File: src/rtl/result_tx_pkg.sv
// Shared types and sizing helpers for the result-to-UART streamer.
package result_tx_pkg;

    typedef enum logic [2:0] {
        IDLE = 3'd0,
        LOAD = 3'd1,
        HDR  = 3'd2,
        SEND = 3'd3,
        WAIT = 3'd4
    } state_t;

    function automatic int nb_of(input int data_w);
        return data_w / 8;
    endfunction

    // A one-byte word still needs a 1-bit byte counter.
    function automatic int cnt_w_of(input int data_w);
        return (data_w / 8 > 1) ? $clog2(data_w / 8) : 1;
    endfunction

endpackage

File: src/rtl/result_tx_ctrl_if.sv
// Result-word input stream plus UART byte handshake.
interface result_tx_ctrl_if #(
    parameter int DATA_W = 128
);
    logic [DATA_W-1:0] in_data;
    logic              in_valid;
    logic              in_ready;
    logic              tx_start;
    logic [7:0]        tx_data;
    logic              tx_done;

    modport master (
        output in_data, in_valid, tx_done,
        input  in_ready, tx_start, tx_data
    );

    modport slave (
        input  in_data, in_valid, tx_done,
        output in_ready, tx_start, tx_data
    );
endinterface

File: src/rtl/sync_fifo.sv
// Single-clock FIFO with wrap-bit pointers, occupancy count and synchronous clear.
module sync_fifo #(
    parameter int WIDTH = 8,
    parameter int DEPTH = 4,
    localparam int AW = $clog2(DEPTH)
) (
    input  logic             clk,
    input  logic             rst_h,
    input  logic             clr,
    input  logic             wr_en,
    input  logic [WIDTH-1:0] wr_data,
    input  logic             rd_en,
    output logic [WIDTH-1:0] rd_data,
    output logic             full,
    output logic [AW:0]      count
);
    localparam logic [AW:0] FULL_CNT = (AW + 1)'(DEPTH);
    localparam logic [AW:0] ONE      = (AW + 1)'(1);

    logic [AW:0]      wr_ptr;
    logic [AW:0]      rd_ptr;
    logic [WIDTH-1:0] mem [DEPTH];

    assign count   = wr_ptr - rd_ptr;
    assign full    = (count == FULL_CNT);
    assign rd_data = mem[rd_ptr[AW-1:0]];

    always_ff @(posedge clk or posedge rst_h) begin
        if (rst_h) begin
            wr_ptr <= '0;
            rd_ptr <= '0;
        end else if (clr) begin
            wr_ptr <= '0;
            rd_ptr <= '0;
        end else begin
            if (wr_en && !full)
                wr_ptr <= wr_ptr + ONE;
            if (rd_en && (count != '0))
                rd_ptr <= rd_ptr + ONE;
        end
    end

    always_ff @(posedge clk) begin
        if (wr_en && !full)
            mem[wr_ptr[AW-1:0]] <= wr_data;
    end

endmodule

File: src/rtl/result_tx_ctrl.sv
// Buffers result words and serialises them MSB-first into UART bytes,
// optionally preceded by a header byte, one tx_start strobe per byte.
module result_tx_ctrl
    import result_tx_pkg::*;
#(
    parameter int         DATA_W   = 128,
    parameter int         DEPTH    = 4,
    parameter bit         HDR_EN   = 1'b1,
    parameter logic [7:0] HDR_BYTE = 8'hA5,
    localparam int FW = $clog2(DEPTH) + 1
) (
    input  logic          clk,
    input  logic          rst_h,
    result_tx_ctrl_if.slave bus,
    input  logic          flush,
    output logic          busy,
    output logic [FW-1:0] fill_level,
    output logic          overflow
);
    localparam int             NB   = nb_of(DATA_W);
    localparam int             CW   = cnt_w_of(DATA_W);
    localparam logic [CW-1:0]  LAST = CW'(NB - 1);

    state_t            state, state_nxt;
    logic [DATA_W-1:0] shreg, shreg_nxt;
    logic [CW-1:0]     cnt, cnt_nxt;
    logic              hdr_pend, hdr_pend_nxt;
    logic              done_q;
    logic              done_rise;
    logic              pop;
    logic              full;
    logic              wr_en;
    logic [DATA_W-1:0] rd_data;

    // A flush in the same cycle wins over the push; the word is silently dropped.
    assign wr_en        = bus.in_valid && !full && !flush;
    assign bus.in_ready = !full;
    assign done_rise    = bus.tx_done && !done_q;
    assign busy         = (state != IDLE);

    sync_fifo #(
        .WIDTH (DATA_W),
        .DEPTH (DEPTH)
    ) u_fifo (
        .clk     (clk),
        .rst_h   (rst_h),
        .clr     (flush),
        .wr_en   (wr_en),
        .wr_data (bus.in_data),
        .rd_en   (pop),
        .rd_data (rd_data),
        .full    (full),
        .count   (fill_level)
    );

    always_comb begin
        state_nxt    = state;
        shreg_nxt    = shreg;
        cnt_nxt      = cnt;
        hdr_pend_nxt = hdr_pend;
        pop          = 1'b0;
        case (state)
            IDLE: if ((fill_level != '0) && bus.tx_done) state_nxt = LOAD;
            LOAD: begin
                // A flush racing IDLE->LOAD can leave nothing to pop.
                if (fill_level == '0) begin
                    state_nxt = IDLE;
                end else begin
                    pop          = 1'b1;
                    shreg_nxt    = rd_data;
                    cnt_nxt      = '0;
                    hdr_pend_nxt = HDR_EN;
                    state_nxt    = HDR_EN ? HDR : SEND;
                end
            end
            HDR:  state_nxt = WAIT;
            SEND: state_nxt = WAIT;
            WAIT: begin
                if (done_rise) begin
                    if (hdr_pend) begin
                        hdr_pend_nxt = 1'b0;
                        state_nxt    = SEND;
                    end else if (cnt != LAST) begin
                        cnt_nxt   = cnt + CW'(1);
                        shreg_nxt = shreg << 8;
                        state_nxt = SEND;
                    end else begin
                        state_nxt = IDLE;
                    end
                end
            end
            default: state_nxt = IDLE;
        endcase
    end

    // Strobe and byte are registered on entry to HDR/SEND, so tx_start is high exactly there.
    always_ff @(posedge clk or posedge rst_h) begin
        if (rst_h) begin
            state        <= IDLE;
            cnt          <= '0;
            hdr_pend     <= 1'b0;
            done_q       <= 1'b0;
            bus.tx_start <= 1'b0;
            bus.tx_data  <= 8'h00;
            overflow     <= 1'b0;
        end else begin
            state        <= state_nxt;
            cnt          <= cnt_nxt;
            hdr_pend     <= hdr_pend_nxt;
            done_q       <= bus.tx_done;
            bus.tx_start <= (state_nxt == HDR) || (state_nxt == SEND);
            if (state_nxt == HDR)
                bus.tx_data <= HDR_BYTE;
            else if (state_nxt == SEND)
                bus.tx_data <= shreg_nxt[DATA_W-1 -: 8];
            if (flush)
                overflow <= 1'b0;
            else if (bus.in_valid && full)
                overflow <= 1'b1;
        end
    end

    always_ff @(posedge clk) begin
        shreg <= shreg_nxt;
    end

endmodule

File: src/flat_wrapper.sv
// flat-port wrapper written by rule: the top's interface ports become plain ports
module result_tx_ctrl_flat import result_tx_pkg::*;
#(
    parameter int         DATA_W   = 128,
    parameter int         DEPTH    = 4,
    parameter bit         HDR_EN   = 1'b1,
    parameter logic [7:0] HDR_BYTE = 8'hA5,
    localparam int FW = $clog2(DEPTH) + 1
)
  (clk, rst_h, flush, busy, fill_level, overflow, bus_in_data, bus_in_valid, bus_tx_done, bus_in_ready, bus_tx_start, bus_tx_data);
  result_tx_ctrl_if #(.DATA_W(DATA_W)) bus_i ();
  input  logic clk;
  input  logic rst_h;
  input  logic flush;
  output logic busy;
  output logic [FW-1:0] fill_level;
  output logic overflow;
  input wire logic [$bits(bus_i.in_data)-1:0] bus_in_data;
  input wire logic [$bits(bus_i.in_valid)-1:0] bus_in_valid;
  input wire logic [$bits(bus_i.tx_done)-1:0] bus_tx_done;
  output wire logic [$bits(bus_i.in_ready)-1:0] bus_in_ready;
  output wire logic [$bits(bus_i.tx_start)-1:0] bus_tx_start;
  output wire logic [$bits(bus_i.tx_data)-1:0] bus_tx_data;
  assign bus_i.in_data = bus_in_data;
  assign bus_i.in_valid = bus_in_valid;
  assign bus_i.tx_done = bus_tx_done;
  assign bus_in_ready = bus_i.in_ready;
  assign bus_tx_start = bus_i.tx_start;
  assign bus_tx_data = bus_i.tx_data;
  result_tx_ctrl #(.DATA_W(DATA_W), .DEPTH(DEPTH), .HDR_EN(HDR_EN), .HDR_BYTE(HDR_BYTE)) u_core (.clk(clk), .rst_h(rst_h), .bus(bus_i), .flush(flush), .busy(busy), .fill_level(fill_level), .overflow(overflow));
endmodule
File: config.mk
export PLATFORM = sky130hd
export DESIGN_NAME = result_tx_ctrl_flat
export DESIGN_NICKNAME = d
export VERILOG_FILES = /design/src/rtl/result_tx_pkg.sv /design/src/rtl/result_tx_ctrl_if.sv /design/src/rtl/sync_fifo.sv /design/src/rtl/result_tx_ctrl.sv /design/src/flat_wrapper.sv
export SDC_FILE = /design/constraint.sdc
export NUM_CORES = 1
export LEC_CHECK = 0
export ABC_CLOCK_PERIOD_IN_PS = 13200
export BUFFER_PORTS_ARGS = -buffer_cell sky130_fd_sc_hd__buf_4
export CELL_PAD_IN_SITES_DETAIL_PLACEMENT = 2
export CELL_PAD_IN_SITES_GLOBAL_PLACEMENT = 2
export CORE_MARGIN = 4
export CORE_UTILIZATION = 48
export DETAILED_ROUTE_END_ITERATION = 12
export GPL_TIMING_DRIVEN = 1
export PLACE_DENSITY_LB_ADDON = 0.25
export SYNTH_ARGS = -nofsm -noshare
export SYNTH_HDL_FRONTEND = slang
export SYNTH_SLANG_ARGS = --single-unit
export TNS_END_PERCENT = 100
File: constraint.sdc
create_clock -name clk -period 13.2 [get_ports clk]
set_input_delay 1.32 -clock clk [delete_from_list [all_inputs] [get_ports clk]]
set_output_delay 1.32 -clock clk [all_outputs]
set_load 0.02 [all_outputs]
==> impl_table.tex, run 1 <==
\begin{tabular}{lr}
\hline
Metric & Value \\
\hline
\multicolumn{2}{l}{\textbf{Outcome}} \\
Result of the run & completed \\
\multicolumn{2}{l}{\textbf{STA}} \\
Fin. max-slew vios & 0 \\
Min cycle time layout & between 5 and 6 ns \\
Final clock period utilization by the worst path & $\sim$40\% \\
Setup repair after global routing missed its margin & no \\
Final setup TNS & 0 ns \\
Hold Worst Slack & about 0.53 ns \\
Hold Fails Final Rpt & 0 \\
Max-Slew Margin vs Limit & between 20\% and 30\% \\
Measured slew at the worst slew-check pin & approximately 1.2 ns \\
Final setup skew & approximately 0.025 ns \\
Count of final setup violators & 0 \\
Max Clk Rate & $\sim$190 MHz \\
\multicolumn{2}{l}{\textbf{Synth}} \\
Fraction of the yosys area taken by sequential cells & between 70\% and 80\% \\
Syn Nets & approximately 1200 \\
Number of register bits inferred by synthesis & 665 \\
Share of synthesized flip-flops with an asynchronous set or reset & around 3.8\% \\
Cell count after synthesis & $\sim$1100 \\
Distinct cells, synth & 45 \\
Ys flop type & sky130\_fd\_sc\_hd\_\_edfxtp\_1 \\
Post-synth EDFFs & roughly 630 \\
Post-Synthesis Mean Instance Area & 22.7 um\^{}2 \\
Number of warnings reported in the yosys synthesis log & 0 \\
Cell area after synthesis & around 25000 um\^{}2 \\
\multicolumn{2}{l}{\textbf{Layout}} \\
Count of nets after finishing & roughly 1400 \\
P\&R area growth vs syn & 15.8\% \\
Post-route insts no fill & 2001 \\
Most common cell after layout, fill and taps aside & sky130\_fd\_sc\_hd\_\_edfxtp\_1 \\
Commonest non-fill, non-tap cells in the layout & 632 x sky130\_fd\_sc\_hd\_\_edfxtp\_1, 158 x sky130\_fd\_sc\_hd\_\_buf\_4, 128 x sky130\_fd\_sc\_hd\_\_mux4\_2 \\
Filler cell count in the final layout & $\sim$4300 \\
Final instance area & approximately 29000 um\^{}2 \\
Share of cells above drive strength 1 & around 30\% \\
\multicolumn{2}{l}{\textbf{Worst setup path}} \\
Cell repeated most along the worst path & sky130\_fd\_sc\_hd\_\_buf\_4 \\
Crit. path cell count & 8 \\
Critical Path RT & between 10 and 15 ns \\
Worst Path Arrival & $\sim$5.5 ns \\
Largest stage delay, worst path & roughly 0.95 ns \\
Startpoint kind of the worst setup timing path & flop \\
Number of cells on the worst reg-to-reg path & 8 \\
Crit path max-delay family & buffers and inverters \\
Number of buffers and inverters on the critical path & 2 \\
Kind of end point of the critical path & flop \\
Max FO, Critical Path & 49 \\
Timing startpoint of the critical path & u\_core.u\_fifo.rd\_ptr[0] \\
Critical Path Slowest Stage Cell & sky130\_fd\_sc\_hd\_\_dfrtp\_4 \\
Worst reg2reg path startpoint & u\_core.u\_fifo.rd\_ptr[0] \\
Classification of the worst setup path & flop to flop \\
Chain of cells forming the critical path & ha\_1 -> fa\_1 -> nand2\_1 -> o21ai\_0 -> nor2\_1 -> and2\_4 -> buf\_4 -> buf\_4 \\
\multicolumn{2}{l}{\textbf{Die}} \\
Die outline area & between 50000 and 60000 um\^{}2 \\
Die X-Extent & $\sim$240 um \\
Number of rows created at floorplan & a little over 80 \\
Num ports & roughly 150 \\
Effective utilization at floorplan & between 40\% and 50\% \\
Floorplan core area & roughly 51000 um\^{}2 \\
Vert. Die Dim & about 240 um \\
\multicolumn{2}{l}{\textbf{Job}} \\
Total of max-cap violations & 0 \\
\multicolumn{2}{l}{\textbf{GRT}} \\
GRT Util Overall & between 20 and 25\% \\
First-pass GRT wire length & approximately 100000 um \\
GRT Residual Overflow & 0 \\
Pin count of the biggest net entering global routing & a little under 100 \\
Number of antenna violations at the first check in global routing & 5 \\
Via count of the first global-routing pass & around 14000 \\
\multicolumn{2}{l}{\textbf{Pwr}} \\
IR drop worst, VDD & between 100 and 150 uV \\
Power density cells & roughly 180 nW/um\^{}2 \\
Lkg Pwr & $\sim$0.0094 uW \\
\multicolumn{2}{l}{\textbf{Clocking}} \\
Clock tree from TritonCTS & built \\
Depth of the CTS H-tree & 3 \\
Clock insertion delay at the later pin of the skew report & slightly above 0.6 ns \\
Post-CTS repair timing setup buffer count & 0 \\
Count of hold-fix buffers inserted at cts & 0 \\
Worst-path clk slew & 0.07 ns \\
Total clock buffers created by CTS & 71 \\
Clock net sink count & 665 \\
Post-cts gate resize count & 0 \\
Maximum buffer depth of the clock tree & 3 \\
Master cell of the clock root buffer & sky130\_fd\_sc\_hd\_\_clkbuf\_16 \\
\multicolumn{2}{l}{\textbf{Drt}} \\
Detail Route Antenna Nets & 0 \\
Drt total wl & between 60000 and 70000 um \\
Total number of vias & about 12000 \\
Routed vias/inst & around 6.0 \\
Residual DRC count & 0 \\
Detailed-router iteration count before antenna repair & 5 \\
Number of violations reported at the end of detailed-routing iteration 0 & roughly 1000 \\
Mean routed wirelength per cell & around 35 um \\
\multicolumn{2}{l}{\textbf{Place}} \\
Gpl congestion & slightly above 0.7 \\
Post-DP HPWL & just over 40000 um \\
Area after DPL & roughly 27000 um\^{}2 \\
Port Buf Inserts & between 100 and 150 \\
Number of cells after detailed placement & approximately 1900 \\
\multicolumn{2}{l}{\textbf{Hold path}} \\
Hold Startpoint & u\_core.bus.tx\_data[7] \\
Hold Path Class & flop to flop \\
Cell depth of the worst hold path & 1 \\
\hline
\end{tabular}
[synthesized netlist by cell type (4+ instances only)]
| master | number | area share [%] |
|---|---|---|
| sky130_fd_sc_hd__a22o_1 | 112 | 4.0 |
| sky130_fd_sc_hd__a22oi_1 | 4 | 0.12 |
| sky130_fd_sc_hd__a32oi_1 | 4 | 0.14 |
| sky130_fd_sc_hd__and2_1 | 15 | 0.38 |
| sky130_fd_sc_hd__buf_1 | 6 | 0.091 |
| sky130_fd_sc_hd__buf_2 | 20 | 0.40 |
| sky130_fd_sc_hd__buf_6 | 11 | 0.50 |
| sky130_fd_sc_hd__clkbuf_1 | 22 | 0.33 |
| sky130_fd_sc_hd__dfrtp_1 | 25 | 2.5 |
| sky130_fd_sc_hd__dfxtp_1 | 8 | 0.65 |
| sky130_fd_sc_hd__edfxtp_1 | 632 | 76 |
| sky130_fd_sc_hd__ha_1 | 7 | 0.35 |
| sky130_fd_sc_hd__inv_1 | 10 | 0.15 |
| sky130_fd_sc_hd__mux4_2 | 128 | 12 |
| sky130_fd_sc_hd__nand2_1 | 9 | 0.14 |
| sky130_fd_sc_hd__nand2b_1 | 4 | 0.10 |
| sky130_fd_sc_hd__nor2_1 | 18 | 0.27 |
| sky130_fd_sc_hd__nor3b_1 | 4 | 0.12 |
| sky130_fd_sc_hd__o21ai_0 | 9 | 0.18 |
| sky130_fd_sc_hd__o22a_1 | 4 | 0.14 |
[worst reg2reg max path, delay by kind of cell (launching register included)]
| family | cells | cell delay (ns) |
|---|---|---|
| AND/OR/NAND/NOR | 3 | 1.33 |
| adder cells (fa/ha/maj) | 2 | 0.78 |
| buffers and inverters | 2 | 1.46 |
| AO/OA/AOI/OAI | 1 | 0.29 |
| flip-flops | 1 | 0.95 |
[final cells by class]
cell class | instances | area [um^2] | area share (%)
clock inverter | 39 | 206 | 0.718
timing repair buffer | 159 | 1210 | 4.20
sequential | 665 | 19800 | 68.8
tap | 680 | 851 | 2.96
inverter | 11 | 46.3 | 0.161
multi-input combinational | 356 | 4690 | 16.3
antenna | 1 | 2.50 | 0.00870
clock buffer | 90 | 1970 | 6.87
[routing by layer]
metal | GRT usage (%) | vias up | routed length (um)
met5 | 0 | - | 27
met4 | 7.78 | 4 | 2200
met3 | 4.79 | 117 | 3030
met2 | 44.2 | 410 | 37300
met1 | 31.3 | 6556 | 27100
li1 | - | 4974 | -
[sequential cells by signal, summed over array words and instances (netlist names)]
register	flops
u_core.shreg	128
u_core.bus.tx_start	1
u_core.u_fifo.rd_ptr	3
u_core.u_fifo.mem	512
u_core.bus.tx_data	8
u_core.done_q	1
u_core.cnt	4
u_core.u_fifo.wr_ptr	3
u_core.state	3
u_core.overflow	1
u_core.hdr_pend	1
[logic make-up (layout without fill, tap and decap cells)]
family / Yosys count / count (layout) / share of synthesized area (%)
AOI/OAI and AO/OA: 149 / 149 / 5.03
buffers and inverters: 72 / 299 / 1.58
and+or+nand+nor: 62 / 62 / 1.32
other: 0 / 1 / 0
muxes: 131 / 131 / 11.7
adders and majority gates: 8 / 8 / 0.433
DFF: 665 / 665 / 79.6
xor gates and xnor gates: 6 / 6 / 0.272
[stage by stage]
step	worst slack, ns	total power [uW]	utilization (%)
4_1_cts	7.92	5340	56.0
5_1_grt	7.69	5480	56.0
2_1_floorplan	8.07	3110	-
3_5_place_dp	7.98	3410	51.8
3_3_place_gp	8.27	3320	51.8
6_report	7.95	5290	56.0
[report_power, final]
group | switching [uW] | leakage, uW | internal, uW | total (uW)
Combinational | 401 | 0.00217 | 295 | 695
Clock | 840 | 0.00108 | 1080 | 1920
Sequential | 130 | 0.00616 | 2540 | 2670
Total | 1370 | 0.00940 | 3920 | 5290
[worst paths after layout]
kind | to | slack, ns
min in group asynchronous | u_core.bus.tx_data[1] | 1.01
max in group asynchronous | u_core.u_fifo.rd_ptr[1] | 11.37
setup reg to reg | u_core.u_fifo.mem[1][108] | 7.95
setup / recovery | u_core.u_fifo.mem[1][108] | 7.95
hold / removal | u_core.bus.tx_data[7] | 0.53
hold reg to reg | u_core.bus.tx_data[7] | 0.53
No activity file was read; power rests on OpenSTA's default activity.
==> inputs of run 2 (changes only) <==
--- a/config.mk
+++ b/config.mk
@@ -5,12 +5,12 @@
 export SDC_FILE = /design/constraint.sdc
 export NUM_CORES = 1
 export LEC_CHECK = 0
-export ABC_CLOCK_PERIOD_IN_PS = 13200
+export ABC_CLOCK_PERIOD_IN_PS = 4800
 export BUFFER_PORTS_ARGS = -buffer_cell sky130_fd_sc_hd__buf_4
 export CELL_PAD_IN_SITES_DETAIL_PLACEMENT = 2
 export CELL_PAD_IN_SITES_GLOBAL_PLACEMENT = 2
 export CORE_MARGIN = 4
-export CORE_UTILIZATION = 48
+export CORE_UTILIZATION = 43
 export DETAILED_ROUTE_END_ITERATION = 12
 export GPL_TIMING_DRIVEN = 1
 export PLACE_DENSITY_LB_ADDON = 0.25
==> constraint.sdc (replaced) <==
create_clock -name clk -period 4.8 [get_ports clk]
set_input_delay 0.48 -clock clk [delete_from_list [all_inputs] [get_ports clk]]
set_output_delay 0.48 -clock clk [all_outputs]
set_load 0.02 [all_outputs]
==> run 2 against run 1 <==
- clock skew up 0.00091 ns
- clock power grew to 2.8 times the previous value
- fmax rose by 43%
- utilization is 4.8 points lower
- largest power group unchanged
- final cell count up 4.5%
==> impl_table.tex, run 2 (synthesized netlist as in run 1, its figures left out) <==
\begin{tabular}{lr}
\hline
Metric & Value \\
\hline
\multicolumn{2}{l}{\textbf{STA}} \\
Final setup skew & 0.0257 ns (+0.000907 ns) \\
Setup repair after global routing missed its margin & no \\
Count of final setup violators & 0 (unchanged) \\
Final clock period utilization by the worst path & 76.5\% (+37 points) \\
Max Clk Rate & 272 MHz (+43\%) \\
Max-Slew Margin vs Limit & 22.9\% (+1.8 points) \\
Min cycle time layout & 3.67 ns (-1.58 ns) \\
Hold Fails Final Rpt & 0 (unchanged) \\
Fin. max-slew vios & 0 (unchanged) \\
Measured slew at the worst slew-check pin & 1.16 ns (-0.0277 ns) \\
Final setup TNS & 0 ns (unchanged) \\
\multicolumn{2}{l}{\textbf{Layout}} \\
Count of nets after finishing & 1419 (+1.0\%) \\
Most common cell after layout, fill and taps aside & sky130\_fd\_sc\_hd\_\_edfxtp\_1 \\
Flip-flop count of the largest register after layout & 512 (unchanged) \\
Share of cells above drive strength 1 & 30.4\% (+0.49 points) \\
P\&R area growth vs syn & 17.4\% \\
Final core area utilization & 51.3\% (-4.8 points) \\
Commonest non-fill, non-tap cells in the layout & 632 x sky130\_fd\_sc\_hd\_\_edfxtp\_1, 160 x sky130\_fd\_sc\_hd\_\_buf\_4, 128 x sky130\_fd\_sc\_hd\_\_mux4\_2 \\
Number of diodes & 0 (-1) \\
\multicolumn{2}{l}{\textbf{Worst setup path}} \\
Crit path max-delay family & buffers and inverters \\
Worst reg2reg path startpoint & u\_core.u\_fifo.wr\_ptr[0] \\
Max FO, Critical Path & 93 (+90\%) \\
Worst Path Arrival & 3.97 ns (-1.52 ns) \\
Critical Path RT & 5.10 ns (-8.34 ns) \\
Critical Path Slowest Stage Cell & sky130\_fd\_sc\_hd\_\_fa\_1 \\
Reg2reg end & u\_core.shreg[5] \\
Worst-case register-to-register setup slack & 1.13 ns (-6.82 ns) \\
Chain of cells forming the critical path & inv\_1 -> ha\_1 -> fa\_1 -> nand2\_1 -> o211a\_4 -> nor2\_1 -> inv\_6 -> buf\_4 \\
Kind of end point of the critical path & flop \\
Largest stage delay, worst path & 0.52 ns (-0.43 ns) \\
Classification of the worst setup path & flop to flop \\
Number of cells on the worst reg-to-reg path & 8 (unchanged) \\
Number of buffers and inverters on the critical path & 3 (+1) \\
Startpoint kind of the worst setup timing path & flop \\
\multicolumn{2}{l}{\textbf{Die}} \\
Die outline area & 61600 um\^{}2 (+11\%) \\
Effective utilization at floorplan & 43.7\% (-4.7 points) \\
Number of rows created at floorplan & 87 (+4.8\%) \\
Floorplan core area & 56800 um\^{}2 (+11\%) \\
Vert. Die Dim & 248 um (+5.5\%) \\
Num ports & 148 (unchanged) \\
Die X-Extent & 248 um (+5.5\%) \\
\multicolumn{2}{l}{\textbf{GRT}} \\
First-pass GRT wire length & 97300 um (-3.4\%) \\
GRT Util Overall & 21.8\% (-3.1 points) \\
Pin count of the biggest net entering global routing & 145 (+49\%) \\
GRT Residual Overflow & 0 (unchanged) \\
Via count of the first global-routing pass & 13400 (-0.73\%) \\
Number of antenna violations at the first check in global routing & 1 (-4) \\
\multicolumn{2}{l}{\textbf{Place}} \\
Post-DP HPWL & 39700 um (-3.3\%) \\
Gpl congestion & 0.722 (+1.5\%) \\
Port Buf Inserts & 147 (unchanged) \\
\multicolumn{2}{l}{\textbf{Drt}} \\
Total number of vias & 12000 (-0.79\%) \\
Drt total wl & 66000 um (-5.2\%) \\
Detail Route Antenna Nets & 0 (unchanged) \\
Detailed-router iteration count before antenna repair & 5 (unchanged) \\
Mean routed wirelength per cell & 31.6 um (-9.2\%) \\
Routed vias/inst & 5.72 (-5.1\%) \\
Residual DRC count & 0 (unchanged) \\
Number of violations reported at the end of detailed-routing iteration 0 & 915 (-10\%) \\
\multicolumn{2}{l}{\textbf{Pwr}} \\
Lkg Pwr & 0.00952 uW (+1.3\%) \\
Power density cells & 501 nW/um\^{}2 (+170\%) \\
Internal Dissipation & 11000 uW (+180\%) \\
Total power & 14600 uW (+180\%) \\
IR drop worst, VDD & 375 uV (+220\%) \\
Net switching power & 3630 uW (+170\%) \\
Relative contribution of sequential cells to total power & 49.9\% (-0.7 points) \\
Switch share & 24.9\% (-1.0 points) \\
Relative contribution of combinational cells to total power & 13.2\% (about the same) \\
Share of total power in the clock network & 36.9\% (+0.6 points) \\
\multicolumn{2}{l}{\textbf{Outcome}} \\
Result of the run & completed \\
\multicolumn{2}{l}{\textbf{Clocking}} \\
Master cell of the clock root buffer & sky130\_fd\_sc\_hd\_\_clkbuf\_16 \\
Clock insertion delay at the later pin of the skew report & 0.60 ns (about the same) \\
Clock net sink count & 665 (unchanged) \\
Depth of the CTS H-tree & 3 (unchanged) \\
Maximum buffer depth of the clock tree & 3 (unchanged) \\
Post-cts gate resize count & 0 (unchanged) \\
Total clock buffers created by CTS & 72 (+1.4\%) \\
Clock tree from TritonCTS & built \\
Worst-path clk slew & 0.06 ns (about the same) \\
\multicolumn{2}{l}{\textbf{Hold path}} \\
WHS Endpoint & u\_core.u\_fifo.mem[1][60] \\
Cell depth of the worst hold path & 1 (unchanged) \\
Hold Path Class & input port to flop \\
Hold Startpoint & bus\_in\_data[60] \\
\multicolumn{2}{l}{\textbf{Job}} \\
Total of max-cap violations & 0 (unchanged) \\
\hline
\end{tabular}
## run 2: cell count changes in the layout (fill, tap and decap cells not counted), sizes merged, moves of 3 or more
cell	change
clkinv	-5
clkbuf	+3
bufinv	+4
buf	+12
## run 2: timing repair
action | 4_1_cts | 5_1_grt
setup buffers | 0 | 0
endpoints found under the hold margin | 1 | 0
hold buffers | 1 | 0
## run 2: power groups by stage
stage	Sequential [uW]	Clock, uW	Combinational [uW]
after floorplan	7280	0	1270
after global placement	7330	0	1860
after detailed placement	7390	0	1960
after CTS	7280	5530	1970
after global routing	7310	5790	2080
final	7270	5390	1930
## run 2: area by class of cell
| cell class | instances | area, um^2 |
|---|---|---|
| fill | 4888 | 27700 |
| inverter | 11 | 46.3 |
| clock inverter | 38 | 304 |
| multi-input combinational | 356 | 4690 |
| tap | 756 | 946 |
| sequential | 665 | 19800 |
| timing repair buffer | 172 | 1430 |
| clock buffer | 93 | 1940 |
## run 2: how the worst max path moves through the flow
stage                     depth (start not counted)  slack (ns)                    start                to
after CTS                                         8        1.16  u_core.u_fifo.wr_ptr[0]   u_core.shreg[7]
after global routing                              8        0.99  u_core.u_fifo.wr_ptr[0]   u_core.shreg[7]
after floorplan                                   9        0.22  u_core.u_fifo.wr_ptr[0]   u_core.shreg[0]
final                                             8        1.13  u_core.u_fifo.wr_ptr[0]   u_core.shreg[5]
after detailed placement                          9        1.19  u_core.u_fifo.wr_ptr[0]  u_core.shreg[12]
after global placement                            7        1.35  u_core.u_fifo.rd_ptr[1]  u_core.shreg[22]
## run 2: metal layers
metal | GRT usage, % | up-vias | share of wire, %
met1 | 28.5 | 6533 | 41
li1 | - | 5014 | -
met2 | 38.1 | 322 | 53
met3 | 3.82 | 95 | 4.0
met5 | 0 | - | 0.020
met4 | 5.68 | 2 | 2.4
## run 2: worst reg2reg max path, cell delays in order (launching register included)
cell	delay (ns)
sky130_fd_sc_hd__dfrtp_1	0.38
sky130_fd_sc_hd__inv_1	0.12
sky130_fd_sc_hd__ha_1	0.23
sky130_fd_sc_hd__fa_1	0.52
sky130_fd_sc_hd__nand2_1	0.19
sky130_fd_sc_hd__o211a_4	0.32
sky130_fd_sc_hd__nor2_1	0.50
sky130_fd_sc_hd__inv_6	0.43
sky130_fd_sc_hd__buf_4	0.68
## run 2: stage by stage
step	cell area (um^2)	hold slack, ns	setup slack, ns	cells
floorplan	24800	0.444	0.225	1093
finish	29100	0.0750	1.13	2091
global placement	26900	0.486	1.35	1959
detailed placement	26900	0.482	1.19	1959
global route	29100	0.0401	0.986	2091
CTS	29100	0.0361	1.16	2091
==> inputs of run 3 (changes only) <==
--- a/config.mk
+++ b/config.mk
@@ -5,7 +5,7 @@
 export SDC_FILE = /design/constraint.sdc
 export NUM_CORES = 1
 export LEC_CHECK = 0
-export ABC_CLOCK_PERIOD_IN_PS = 4800
+export ABC_CLOCK_PERIOD_IN_PS = 3250
 export BUFFER_PORTS_ARGS = -buffer_cell sky130_fd_sc_hd__buf_4
 export CELL_PAD_IN_SITES_DETAIL_PLACEMENT = 2
 export CELL_PAD_IN_SITES_GLOBAL_PLACEMENT = 2
==> constraint.sdc (replaced) <==
create_clock -name clk -period 3.25 [get_ports clk]
set_input_delay 0.325 -clock clk [delete_from_list [all_inputs] [get_ports clk]]
set_output_delay 0.325 -clock clk [all_outputs]
set_load 0.02 [all_outputs]
==> run 3 against run 2 <==
- final cell count rose by 5.9%
- die area stayed put
- critical path type unchanged
- flip-flop and latch count stayed put
- combinational power grew 59%
- critical path depth did not move
- clock power is 41% higher
- via count up 3.8%
- largest cell class unchanged
- clock skew is 0.00066 ns lower
==> impl_table.tex, run 3 (synthesized netlist as in run 1, its figures left out) <==
\begin{tabular}{lr}
\hline
Metric & Value \\
\hline
\multicolumn{2}{l}{\textbf{Clocking}} \\
Post-CTS repair timing setup buffer count & 0 (unchanged) \\
Master cell of the clock root buffer & sky130\_fd\_sc\_hd\_\_clkbuf\_16 \\
Post-cts gate resize count & 0 (unchanged) \\
Clock net sink count & 665 (unchanged) \\
Clock insertion delay at the later pin of the skew report & 0.61 ns (about the same) \\
Clock tree from TritonCTS & built \\
Maximum buffer depth of the clock tree & 3 (unchanged) \\
Worst-path clk slew & 0.06 ns (about the same) \\
Depth of the CTS H-tree & 3 (unchanged) \\
Count of hold-fix buffers inserted at cts & 132 (+131) \\
Total clock buffers created by CTS & 71 (-1.4\%) \\
\multicolumn{2}{l}{\textbf{GRT}} \\
GRT Residual Overflow & 0 (unchanged) \\
Pin count of the biggest net entering global routing & 131 (-9.7\%) \\
Via count of the first global-routing pass & 14100 (+5.0\%) \\
GRT Util Overall & 22.5\% (+0.69 points) \\
First-pass GRT wire length & 100000 um (+3.2\%) \\
Number of antenna violations at the first check in global routing & 7 (+6) \\
\multicolumn{2}{l}{\textbf{Layout}} \\
Share of cells above drive strength 1 & 28.4\% (-2.0 points) \\
Most common cell after layout, fill and taps aside & sky130\_fd\_sc\_hd\_\_edfxtp\_1 \\
Commonest non-fill, non-tap cells in the layout & 632 x sky130\_fd\_sc\_hd\_\_edfxtp\_1, 155 x sky130\_fd\_sc\_hd\_\_buf\_4, 132 x sky130\_fd\_sc\_hd\_\_dlygate4sd3\_1 \\
Flip-flop count of the largest register after layout & 512 (unchanged) \\
Final instance area & 30500 um\^{}2 (+4.6\%) \\
Count of nets after finishing & 1552 (+9.4\%) \\
P\&R area growth vs syn & 22.8\% \\
\multicolumn{2}{l}{\textbf{Die}} \\
Effective utilization at floorplan & 43.7\% (unchanged) \\
Die X-Extent & 248 um (unchanged) \\
Number of rows created at floorplan & 87 (unchanged) \\
Die outline area & 61600 um\^{}2 (unchanged) \\
Floorplan core area & 56800 um\^{}2 (unchanged) \\
Num ports & 148 (unchanged) \\
Vert. Die Dim & 248 um (unchanged) \\
\multicolumn{2}{l}{\textbf{Worst setup path}} \\
Startpoint kind of the worst setup timing path & flop \\
Chain of cells forming the critical path & inv\_2 -> ha\_4 -> fa\_2 -> nand2\_1 -> o21ai\_0 -> nor2\_1 -> and2\_4 -> buf\_4 \\
Largest stage delay, worst path & 0.56 ns (+0.04 ns) \\
Kind of end point of the critical path & flop \\
Max FO, Critical Path & 18 (-81\%) \\
Critical Path Slowest Stage Cell & sky130\_fd\_sc\_hd\_\_and2\_4 \\
Critical Path RT & 3.55 ns (-1.55 ns) \\
Classification of the worst setup path & flop to flop \\
Worst Path Arrival & 3.33 ns (-0.64 ns) \\
\multicolumn{2}{l}{\textbf{STA}} \\
Hold Fails Final Rpt & 0 (unchanged) \\
Measured slew at the worst slew-check pin & 1.00 ns (-0.155 ns) \\
Fin. max-slew vios & 0 (unchanged) \\
Final clock period utilization by the worst path & 93.2\% (+17 points) \\
Final setup skew & 0.0250 ns (-0.000659 ns) \\
Setup repair after global routing missed its margin & no \\
Max-Slew Margin vs Limit & 33.2\% (+10 points) \\
Min cycle time layout & 3.03 ns (-0.646 ns) \\
Hold Worst Slack & 0.418 ns (+0.343 ns) \\
Count of final setup violators & 0 (unchanged) \\
Max Clk Rate & 330 MHz (+21\%) \\
\multicolumn{2}{l}{\textbf{Drt}} \\
Total number of vias & 12400 (+3.8\%) \\
Detailed-router iteration count before antenna repair & 5 (unchanged) \\
Number of violations reported at the end of detailed-routing iteration 0 & 974 (+6.4\%) \\
Detail Route Antenna Nets & 0 (unchanged) \\
Routed vias/inst & 5.61 (-2.0\%) \\
Drt total wl & 67900 um (+2.9\%) \\
Residual DRC count & 0 (unchanged) \\
Mean routed wirelength per cell & 30.7 um (-2.8\%) \\
\multicolumn{2}{l}{\textbf{Place}} \\
Post-DP HPWL & 39300 um (-0.95\%) \\
Gpl congestion & 0.724 (+0.26\%) \\
Area after DPL & 27000 um\^{}2 (+0.54\%) \\
Port Buf Inserts & 147 (unchanged) \\
\multicolumn{2}{l}{\textbf{Pwr}} \\
Power density cells & 703 nW/um\^{}2 (+40\%) \\
IR drop worst, VDD & 389 uV (+3.8\%) \\
Total power & 21400 uW (+47\%) \\
Lkg Pwr & 0.0101 uW (+5.7\%) \\
\multicolumn{2}{l}{\textbf{Job}} \\
Total of max-cap violations & 0 (unchanged) \\
\multicolumn{2}{l}{\textbf{Outcome}} \\
Result of the run & completed \\
\multicolumn{2}{l}{\textbf{Hold path}} \\
Hold Path Class & input port to flop \\
\hline
\end{tabular}
==> run 3: cell types whose count changed in the layout (fill, tap and decap cells not counted), moves of 2 or more <==
| cell | before | now |
|---|---|---|
| sky130_fd_sc_hd__clkbuf_1 | 18 | 14 |
| sky130_fd_sc_hd__clkinv_1 | 20 | 11 |
| sky130_fd_sc_hd__bufinv_16 | 5 | 2 |
| sky130_fd_sc_hd__buf_4 | 160 | 155 |
| sky130_fd_sc_hd__dlygate4sd3_1 | 1 | 132 |
| sky130_fd_sc_hd__buf_12 | 11 | 19 |
| sky130_fd_sc_hd__diode_2 | 0 | 2 |
| sky130_fd_sc_hd__clkinv_2 | 9 | 12 |
==> run 3: power by group <==
part | switching (uW) | internal, uW
combinational | 1670 | 1400
clock | 3260 | 4370
sequential | 415 | 10300
total | 5350 | 16100
==> run 3: area by class of cell <==
type,count,area (um^2)
flip-flops and latches,665,19800
repair buffers,306,2870
inverters,11,47.5
multi-input cells,356,4710
diodes,2,5.00
fillers,4789,26300
clock inverters,28,188
well taps,756,946
clock buffers,90,1940
==> run 3: worst max-delay path: cells and delay by family (launching register included) <==
kind | cells | cell delay [ns]
DFF | 1 | 0.41
buffers and inverters | 2 | 0.42
adders and majority gates | 2 | 0.60
AOI/OAI and AO/OA | 1 | 0.20
and+or+nand+nor | 3 | 1.07
==> run 3: worst paths after layout <==
kind	from	end	slack [ns]	cells past startpoint
setup / recovery	u_core.u_fifo.wr_ptr[0]	u_core.u_fifo.mem[0][115]	0.22	8
hold / removal	bus_tx_done	u_core.done_q	0.42	2
setup reg to reg	u_core.u_fifo.wr_ptr[0]	u_core.u_fifo.mem[0][115]	0.22	8
hold reg to reg	u_core.overflow	u_core.overflow	0.52	2
max in group asynchronous	rst_h	u_core.u_fifo.rd_ptr[0]	1.97	3
min in group asynchronous	rst_h	u_core.u_fifo.rd_ptr[2]	0.55	3
==> run 3: through the flow <==
step | utilization, % | setup slack, ns | TNS [ns] | instances
finish | 53.6 | 0.222 | 0 | 2214
detailed placement | 47.6 | 0.257 | 0 | 1962
CTS | 53.6 | 0.213 | 0 | 2212
floorplan | - | -0.654 | -78.43 | 1093
global placement | 47.6 | 0.433 | 0 | 1962
global route | 53.6 | 0.0329 | 0 | 2212
==> run 3: routing by layer <==
metal | track usage [%] | part of all wire, % | up-vias
li1 | - | - | 5261
met1 | 28.4 | 40 | 6738
met2 | 40.5 | 54 | 326
met3 | 4.35 | 4.2 | 85
met4 | 5.28 | 2.0 | 10
met5 | 0 | 0.099 | -
